--- src/rtl/led_pwm_controller.sv ---
// LED array driver: global PWM dimming, per-LED blink and selectable pin polarity.
// Every output is registered; loads take effect on the edge that samples them.
module led_pwm_controller #(
    parameter int N_LEDS        = 36,
    parameter int PWM_BITS      = 4,
    parameter int PRESCALE      = 256,
    parameter int BLINK_PERIODS = 64,
    parameter int ACTIVE_LOW    = 1
) (
    input  logic                clk,
    input  logic                rst_l,
    input  logic                en,
    input  logic                frame_ld,
    input  logic [N_LEDS-1:0]   frame_data,
    input  logic [N_LEDS-1:0]   blink_mask,
    input  logic                bright_ld,
    input  logic [PWM_BITS-1:0] brightness,
    output logic                period_strobe,
    output logic [N_LEDS-1:0]   out_to_led
);

    localparam int PS_W = (PRESCALE > 1) ? $clog2(PRESCALE) : 1;
    localparam int BL_W = (BLINK_PERIODS > 1) ? $clog2(BLINK_PERIODS) : 1;
    localparam logic [PS_W-1:0]   PS_LAST = PS_W'(PRESCALE - 1);
    localparam logic [BL_W-1:0]   BL_LAST = BL_W'(BLINK_PERIODS - 1);
    localparam logic              OFF_BIT = (ACTIVE_LOW != 0);
    localparam logic [N_LEDS-1:0] OFF_LVL = {N_LEDS{OFF_BIT}};

    logic [N_LEDS-1:0]   frame_q, frame_d;
    logic [N_LEDS-1:0]   mask_q, mask_d;
    logic [PWM_BITS-1:0] bright_stg_q, bright_stg_d;
    logic [PWM_BITS-1:0] bright_act_q, bright_act_d;
    logic [PS_W-1:0]     presc_q, presc_d;
    logic [PWM_BITS-1:0] pwm_cnt_q, pwm_cnt_d;
    logic [BL_W-1:0]     blink_cnt_q, blink_cnt_d;
    logic                blink_phase_q, blink_phase_d;
    logic                en_q, en_d;
    logic                strobe_q, strobe_d;
    logic [N_LEDS-1:0]   out_q, out_d;

    logic                tick;
    logic                wrap;
    logic [N_LEDS-1:0]   lit;

    // Loads have no handshake: frame_ld (when en) and bright_ld are taken on
    // the sampling edge, every cycle, with no backpressure.
    always_comb begin
        tick          = en && (presc_q == PS_LAST);
        wrap          = tick && (pwm_cnt_q == '1);

        frame_d       = frame_q;
        mask_d        = mask_q;
        bright_stg_d  = bright_stg_q;
        bright_act_d  = bright_act_q;
        presc_d       = presc_q;
        pwm_cnt_d     = pwm_cnt_q;
        blink_cnt_d   = blink_cnt_q;
        blink_phase_d = blink_phase_q;
        en_d          = en;
        strobe_d      = wrap;

        if (en && frame_ld) begin
            frame_d = frame_data;
            mask_d  = blink_mask;
        end

        if (bright_ld) begin
            bright_stg_d = brightness;
        end

        // Duty only changes at a period boundary, or freely while disabled.
        if (!en || wrap) begin
            bright_act_d = bright_stg_q;
        end

        if (!en) begin
            presc_d       = '0;
            pwm_cnt_d     = '0;
            blink_cnt_d   = '0;
            blink_phase_d = 1'b0;
        end else begin
            presc_d = tick ? '0 : presc_q + PS_W'(1);
            if (tick) begin
                pwm_cnt_d = pwm_cnt_q + PWM_BITS'(1);
            end
            if (wrap) begin
                if (blink_cnt_q == BL_LAST) begin
                    blink_cnt_d   = '0;
                    blink_phase_d = ~blink_phase_q;
                end else begin
                    blink_cnt_d = blink_cnt_q + BL_W'(1);
                end
            end
        end

        lit   = {N_LEDS{en_q}} & frame_q & {N_LEDS{pwm_cnt_q < bright_act_q}}
              & ~(mask_q & {N_LEDS{blink_phase_q}});
        out_d = lit ^ OFF_LVL;
    end

    always_ff @(posedge clk or negedge rst_l) begin
        if (!rst_l) begin
            frame_q       <= '0;
            mask_q        <= '0;
            bright_stg_q  <= '1;
            bright_act_q  <= '1;
            presc_q       <= '0;
            pwm_cnt_q     <= '0;
            blink_cnt_q   <= '0;
            blink_phase_q <= 1'b0;
            en_q          <= 1'b0;
            strobe_q      <= 1'b0;
            out_q         <= OFF_LVL;
        end else begin
            frame_q       <= frame_d;
            mask_q        <= mask_d;
            bright_stg_q  <= bright_stg_d;
            bright_act_q  <= bright_act_d;
            presc_q       <= presc_d;
            pwm_cnt_q     <= pwm_cnt_d;
            blink_cnt_q   <= blink_cnt_d;
            blink_phase_q <= blink_phase_d;
            en_q          <= en_d;
            strobe_q      <= strobe_d;
            out_q         <= out_d;
        end
    end

    assign period_strobe = strobe_q;
    assign out_to_led    = out_q;

endmodule

--- config.mk ---
export PLATFORM = sky130hd
export DESIGN_NAME = led_pwm_controller
export DESIGN_NICKNAME = d
export VERILOG_FILES = /design/src/rtl/led_pwm_controller.sv
export SDC_FILE = /design/constraint.sdc
export NUM_CORES = 1
export LEC_CHECK = 0
export ABC_AREA = 1
export CORE_ASPECT_RATIO = 2
export CORE_UTILIZATION = 51
export DETAILED_ROUTE_END_ITERATION = 10
export GPL_TIMING_DRIVEN = 0
export PLACE_DENSITY = 0.76
export SYNTH_ARGS = -nofsm -noshare
export SYNTH_HDL_FRONTEND = slang
export SYNTH_SLANG_ARGS = --single-unit
export TNS_END_PERCENT = 50
--- constraint.sdc ---
create_clock -name clk -period 2.1 [get_ports clk]
set_input_delay 0.525 -clock clk [delete_from_list [all_inputs] [get_ports clk]]
set_output_delay 0.525 -clock clk [all_outputs]
set_load 0.05 [all_outputs]
==> results of run 1 <==
-- power groups by stage --
stage          combinational (mW)  clock (mW)  sequential, mW
6_report                     1.17        2.98            3.17
2_1_floorplan               0.442           0            3.49
3_3_place_gp                 1.20           0            3.19
4_1_cts                      1.19        3.02            3.17
5_1_grt                      1.27        3.13            3.21
3_5_place_dp                 1.24           0            3.21
-- metal layers --
metal | up-vias | track usage [%] | wire [um]
met2 | 99 | 45.73 | 7438
met1 | 1897 | 24.73 | 4587
met3 | 20 | 5.183 | 458
li1 | 1803 | - | -
met4 | 0 | 10.67 | 206
met5 | - | 0 | 0
-- stage by stage --
stage               setup WS, ns  hold slack (ns)  cell area (um^2)  utilization, %  cells
finish                   0.09164           0.4779              7521           71.33    749
global route             0.04188           0.5060              7521           71.33    749
CTS                      0.02012           0.4787              7516           71.28    748
detailed placement      -0.02951           0.4241              6953           65.94    716
global placement          -4.642           0.4507              6924           65.67    715
floorplan                 0.4463           0.2294              5582               -    461
-- state kept, by name (all words and copies together), names as in the netlist --
| register | count |
|---|---|
| blink_cnt_q | 6 |
| blink_phase_q | 1 |
| bright_act_q | 4 |
| bright_stg_q | 4 |
| en_q | 1 |
| frame_q | 36 |
| mask_q | 36 |
| out_to_led | 36 |
| period_strobe | 1 |
| presc_q | 8 |
| pwm_cnt_q | 4 |
-- placed cells by master, fill, tap and decap left out, drive strengths merged --
master | netlist | layout
nand2 | 107 | 107
dfrtp | 93 | 93
clkdlybuf4s50 | 0 | 79
mux2 | 76 | 76
dfstp | 44 | 44
a21oi | 41 | 41
dlygate4sd2 | 0 | 36
clkbuf | 5 | 28
nand3 | 18 | 18
nor2 | 17 | 17
buf | 15 | 17
inv | 16 | 16
o21ai | 12 | 12
ha | 6 | 6
xor2 | 3 | 3
clkinv | 0 | 3
bufinv | 0 | 3
nand4 | 2 | 2
clkinvlp | 0 | 2
diode | 0 | 1
a21o | 1 | 1
a31oi | 1 | 1
o21bai | 1 | 1
xnor2 | 1 | 1
mux2i | 1 | 1
nor3 | 1 | 1
dlygate4sd3 | 0 | 1
dlymetal6s2s | 0 | 1
-- repair_timing --
item                                    CTS  global route
endpoints found under the setup margin   36             1
hold buffers                              1             0
resized for setup                        36             1
hold endpoints to repair                 20             0
-- worst paths after layout --
path,from,end,cells past startpoint
max reg2reg,bright_act_q[3]$_DFFE_PN1P_,out_to_led[30]$_DFF_PN1_,6
max in group asynchronous,rst_l,out_to_led[34]$_DFF_PN1_,3
min in group asynchronous,rst_l,frame_q[29]$_DFFE_PN0P_,2
min reg2reg,presc_q[0]$_DFF_PN0_,presc_q[0]$_DFF_PN0_,1
min,presc_q[0]$_DFF_PN0_,presc_q[0]$_DFF_PN0_,1
max,out_to_led[33]$_DFF_PN1_,out_to_led[33],1
-- cells by family after synthesis --
logic type	synth area share (%)
AO/OA/AOI/OAI	5.447
XOR/XNOR	0.6278
adder cells (fa/ha/maj)	1.345
buffers and inverters	3.766
flip-flops	62.41
multiplexers	15.51
AND/OR/NAND/NOR	10.89
-- layout make-up --
cell class | instances | area share [%]
Antenna cell | 1 | 0.03327
Buffer | 20 | 1.996
Clock buffer | 23 | 6.355
Clock inverter | 8 | 1.597
Inverter | 16 | 0.7985
Multi-Input combinational cell | 288 | 25.10
Sequential cell | 137 | 46.32
Tap cell | 137 | 2.279
Timing Repair Buffer | 119 | 15.52
==> summary.md, run 1 <==
| Metric | Value |
|---|---|
| CP cell instances | dlygate4sd2_1 |
| Post-synth ARST share | 100.0% |
| Syn-to-layout area delta | 34.75% |
| Power density over cell area | 973.6 nW/um^2 |
| Sequential area share after synthesis | 62.41% |
| First-pass GRT wire length | 20.48 mm |
| Multi-input gate area | 1888 um^2 |
| FP Rows | 53 |
| Vias in the first global route | 4110 |
| Mapped cell area | 5582 um^2 |
| Reg clk slew, reported paths | 0.05 ns |
| Die height | 150.0 um |
| Slew Limit Headroom | 63.59% |
| Slew @ Worst Pin | 0.5462 ns |
| Number of I/O port buffers | 117 |
| Critical path startpoint category | flip-flop |
| Routed len/inst | 16.94 um |
| RSZ-0062 raised after global routing | no |
| Chip Width | 75.98 um |
| Final Cycle Share | 95.64% |
| Max IR drop VDD | 0.0006761 V |
| Post-Route Skew | 0.008938 ns |
| Post-layout min period | 2.008 ns |
| Global-route usage over all layers | 23.94% |
| DR DRC count | 0 |
| Final Total Pwr | 7.323 mW |
| Overflow after GRT | 0 |
| Routed Antenna Nets | 0 |
| DP HPWL | 8.675 mm |
| Status | finished clean |
| WS Path Type | reg2out |
| Root Buffer | clkbuf_16 |
| Final count of hold timing violations | 0 |
| Seq pwr share | 43.3% |
| Layout cell share with drive strength beyond 1 | 28.48% |
| # IOs | 118 |
| Pins over their slew limit | 0 |
| # fillers | 743 |
| Core footprint | 10540 um^2 |
| DIE AREA | 11390 um^2 |
| Slowest stage delay, CP | 0.55 ns |
| Power share of the combinational group | 16.0% |
| Leakage | 3.279 nW |
| Sw Share | 25.35% |
| CTS tree | done |
| Share of the synthesized area in the top cell type | 41.69% |
| Largest cells by area after synthesis | dfrtp_1 42%, dfstp_2 21%, mux2_2 15% |
| Drt pass-1 iters | 4 |
| DR vias/cell | 5.099 |
| Slowest stage cell on the critical path | dlygate4sd2_1 |
| Internal power | 5.466 mW |
| Register area | 3483 um^2 |
| Synth area leader | dfrtp_1 |
| Nets | 686 |
| Setup TNS | 0 ns |
| Number of synthesis warnings | 0 |
| Worst-path fanout max | 1 |
| DR vias | 3819 |
| Sum of buffers and inverters on the critical path | 1 |
| Gate Count Post-Synth | 461 |
| Endpoint class of the critical path | output pin |
| Final setup violation count | 0 |
| Switch Pwr | 1.857 mW |
| Syn_nets | 548 |
| Wirelength, routed | 12.69 mm |
| CTS buffer count | 17 |
| Clk sink count | 137 |
| Post-synth EDFFs | 0 |
| Ys flop type | dfrtp_1 |
| Power share of the clock group | 40.6% |
| Crit path max-delay family | buffers and inverters |
| Antenna violations before repair | 1 |
| FF-to-FF setup slack | 0.17 ns |
| DRT iter0 DRCs | 154 |
| FMAX | 0.4979 GHz |
| Most numerous cell in the Yosys netlist | nand2_1 |
| Clk Latency, worst-skew pair | 0.41 ns |
| Max-capacitance violation count | 0 |
| Starting Density | 52.94% |
| Critical Path RT | 1.57 ns |
| Largest net degree at the start of global routing | 107 |
| Longest Clk Path Bufs | 2 |
| Post-synthesis register bit count | 137 |
| Syn_area_per_cell | 12.11 um^2 |
| Final estimated routing congestion in global placement | 0.7853 |
| Hold crit path type | reg2reg |
| Yosys cell types | 27 |
| Most frequent cells after synthesis | 104 x nand2_1, 93 x dfrtp_1, 76 x mux2_2 |
| Crit path DAT | 1.48 ns |
| Post-CTS setup buffer count | 0 |
| H-tree depth | 4 |
(Power assumes the default switching activity.)
==> inputs of run 2 (changes only) <==
==> constraint.sdc (replaced) <==
create_clock -name clk -period 1.9 [get_ports clk]
set_input_delay 0.475 -clock clk [delete_from_list [all_inputs] [get_ports clk]]
set_output_delay 0.475 -clock clk [all_outputs]
set_load 0.05 [all_outputs]
==> run 2 against run 1 <==
Non-clock buffer count unchanged. Final area increased by 0.67%. Power increased by 11%. Flip-flop and latch count unchanged. Sequential share of layout area decreased by 0.31 points. Wire length about the same.
==> summary.md, run 2 (synthesis gave the netlist of run 1 again) <==
| Metric | Value |
|---|---|
| Worst-path fanout max | 1 (unchanged) |
| # IOs | 118 (unchanged) |
| Hold crit path type | reg2reg (unchanged) |
| Reg clk slew, reported paths | 0.05 ns (about the same) |
| Final count of hold timing violations | 0 (unchanged) |
| Overflow after GRT | 0 (unchanged) |
| Slack of the critical path | 0.03077 ns (was 0.09164 ns) |
| Slowest stage delay, CP | 0.51 ns (was 0.55 ns) |
| Final estimated routing congestion in global placement | 0.7853 (unchanged) |
| Non-Filler Instances | 749 (unchanged) |
| WS Path Type | reg2out (unchanged) |
| CTS buffer count | 17 (unchanged) |
| Core footprint | 10540 um^2 (unchanged) |
| Slew @ Worst Pin | 0.5913 ns (was 0.5462 ns) |
| DRT iter0 DRCs | 167 (was 154) |
| Sum of buffers and inverters on the critical path | 1 (unchanged) |
| FF-to-FF setup slack | 0.09 ns (was 0.17 ns) |
| Antenna violations before repair | 1 (unchanged) |
| Global-route usage over all layers | 23.92% (was 23.94%) |
| Die height | 150.0 um (unchanged) |
| # fillers | 713 (was 743) |
| Largest net degree at the start of global routing | 107 (unchanged) |
| Starting Density | 52.94% (unchanged) |
| FP Rows | 53 (unchanged) |
| Clk sink count | 137 (unchanged) |
| Placed cells | 716 (unchanged) |
| Final Cycle Share | 98.38% |
| Drt pass-1 iters | 4 (unchanged) |
| Setup TNS | 0 ns (unchanged) |
| Number of I/O port buffers | 117 (unchanged) |
| Crit path DAT | 1.39 ns (was 1.48 ns) |
| Max IR drop VDD | 0.0007447 V (was 0.0006761 V) |
| Hold EP | presc_q[0]$_DFF_PN0_ (unchanged) |
| RSZ-0062 raised after global routing | yes (was no) |
| Power density over cell area | 1074 nW/um^2 (was 973.6 nW/um^2) |
| Clk Latency, worst-skew pair | 0.41 ns (about the same) |
| Wirelength, routed | 12.69 mm (about the same) |
| Max-capacitance violation count | 0 (unchanged) |
| Critical path startpoint category | flip-flop (unchanged) |
| Hold depth | 1 (unchanged) |
| Register-to-Register Path Depth | 6 (unchanged) |
| Pins over their slew limit | 0 (unchanged) |
| Chip Width | 75.98 um (unchanged) |
| Layout cell share with drive strength beyond 1 | 34.21% (was 28.48%) |
| Leakage | 3.331 nW (was 3.279 nW) |
| FMAX | 0.5350 GHz |
| Syn-to-layout area delta | 35.64% (was 34.75%) |
| Most frequent cells in the layout | 104 x nand2_1, 93 x dfrtp_1, 79 x clkdlybuf4s50_1 (unchanged) |
| CP cell instances | clkdlybuf4s15_1 (was dlygate4sd2_1) |
| Worst r2r dst | out_to_led[30]$_DFF_PN1_ (unchanged) |
| Post-layout min period | 1.869 ns |
| Vias in the first global route | 4110 (unchanged) |
| Setup crit start | out_to_led[15]$_DFF_PN1_ (was out_to_led[33]$_DFF_PN1_) |
| Routed len/inst | 16.94 um (about the same) |
| Crit path max-delay family | flip-flops (was buffers and inverters) |
| Slew Limit Headroom | 60.58% (was 63.59%) |
| First-pass GRT wire length | 20.47 mm (was 20.48 mm) |
| H-tree depth | 4 (unchanged) |
| Status | finished clean (unchanged) |
| Endpoint class of the critical path | output pin (unchanged) |
| CTS tree | done (unchanged) |
| Worst r2r src | bright_act_q[3]$_DFFE_PN1P_ (unchanged) |
| Most common cell after layout, fill and taps aside | nand2_1 (unchanged) |
| Post-Route Skew | 0.006735 ns (was 0.008938 ns) |
| Hold path startpoint | presc_q[0]$_DFF_PN0_ (unchanged) |
| DIE AREA | 11390 um^2 (unchanged) |
| Pre-CTS setup slack | -0.1795 ns (was -0.02951 ns) |
| DP HPWL | 8.675 mm (unchanged) |
| DR vias/cell | 5.120 (was 5.099) |
| Fin util | 71.80% (was 71.33%) |
| Routed Antenna Nets | 0 (unchanged) |
| Longest Clk Path Bufs | 2 (unchanged) |
| Final setup violation count | 0 (unchanged) |
| Root Buffer | clkbuf_16 (unchanged) |
| DR DRC count | 0 (unchanged) |
| Slowest stage cell on the critical path | dfstp_2 (was dlygate4sd2_1) |
| Critical Path RT | 1.42 ns (was 1.57 ns) |
| Post-CTS setup buffer count | 0 (unchanged) |
| DR vias | 3835 (was 3819) |
| Nets | 686 (unchanged) |
run 2: cell types whose count changed in the layout (fill, tap and decap cells not counted):
cell	delta
clkbuf_2	+7
a31oi_4	+1
dlygate4sd2_1	-35
clkdlybuf4s15_2	+28
dlymetal6s2s_1	-1
a31oi_2	-1
clkdlybuf4s15_1	+1
run 2: worst reg2reg max path: cells and delay by family (launching register included):
family / cells / cell delay (ns)
AO/OA/AOI/OAI: 2 / 0.51
flip-flops: 1 / 0.51
AND/OR/NAND/NOR: 1 / 0.08
adder cells (fa/ha/maj): 1 / 0.34
buffers and inverters: 2 / 0.30
run 2: per-layer routing:
metal | vias up | wire length (um) | global-route usage [%]
li1 | 1807 | - | -
met1 | 1916 | 4565 | 24.65
met2 | 90 | 7426 | 45.45
met3 | 22 | 423 | 5.183
met4 | 0 | 270 | 11.25
met5 | - | 0 | 0
run 2: cell type report:
cell class	instances	area [um^2]	area share (%)
sequential	137	3483	46.01
multi-input combinational	288	1897	25.05
timing repair buffer	119	1209	15.96
clock buffer	23	478.0	6.313
tap	137	171.4	2.264
buffer	20	150.1	1.983
clock inverter	8	120.1	1.587
inverter	16	60.06	0.7933
antenna	1	2.502	0.03305
run 2: repair_timing:
action	in CTS	in global routing
resized for setup	102	7
hold buffers	1	0
endpoints found under the setup margin	67	8
endpoints found under the hold margin	20	0
pin swaps	0	0
run 2: through the flow:
stage               hold WS [ns]  power (mW)  cell area [um^2]
global placement          0.4507       4.856              6924
detailed placement        0.3741       4.915              6953
CTS                       0.4787       8.196              7604
global route              0.5014       8.432              7571
floorplan                 0.1794       4.346              5582
finish                    0.4785       8.132              7571
run 2: how the worst max path moves through the flow:
stage,depth (start not counted),endpoint
CTS,1,out_to_led[25]
floorplan,6,out_to_led[10]$_DFF_PN1_
global placement,1,mask_q[9]$_DFFE_PN0P_
global route,6,out_to_led[10]$_DFF_PN1_
finish,1,out_to_led[15]
detailed placement,4,frame_q[3]$_DFFE_PN0P_
run 2: report_power, final:
group | internal [mW] | total (mW) | switching [mW]
clock network | 2.15 | 3.29 | 1.14
logic | 0.570 | 1.33 | 0.760
registers | 3.35 | 3.51 | 0.163
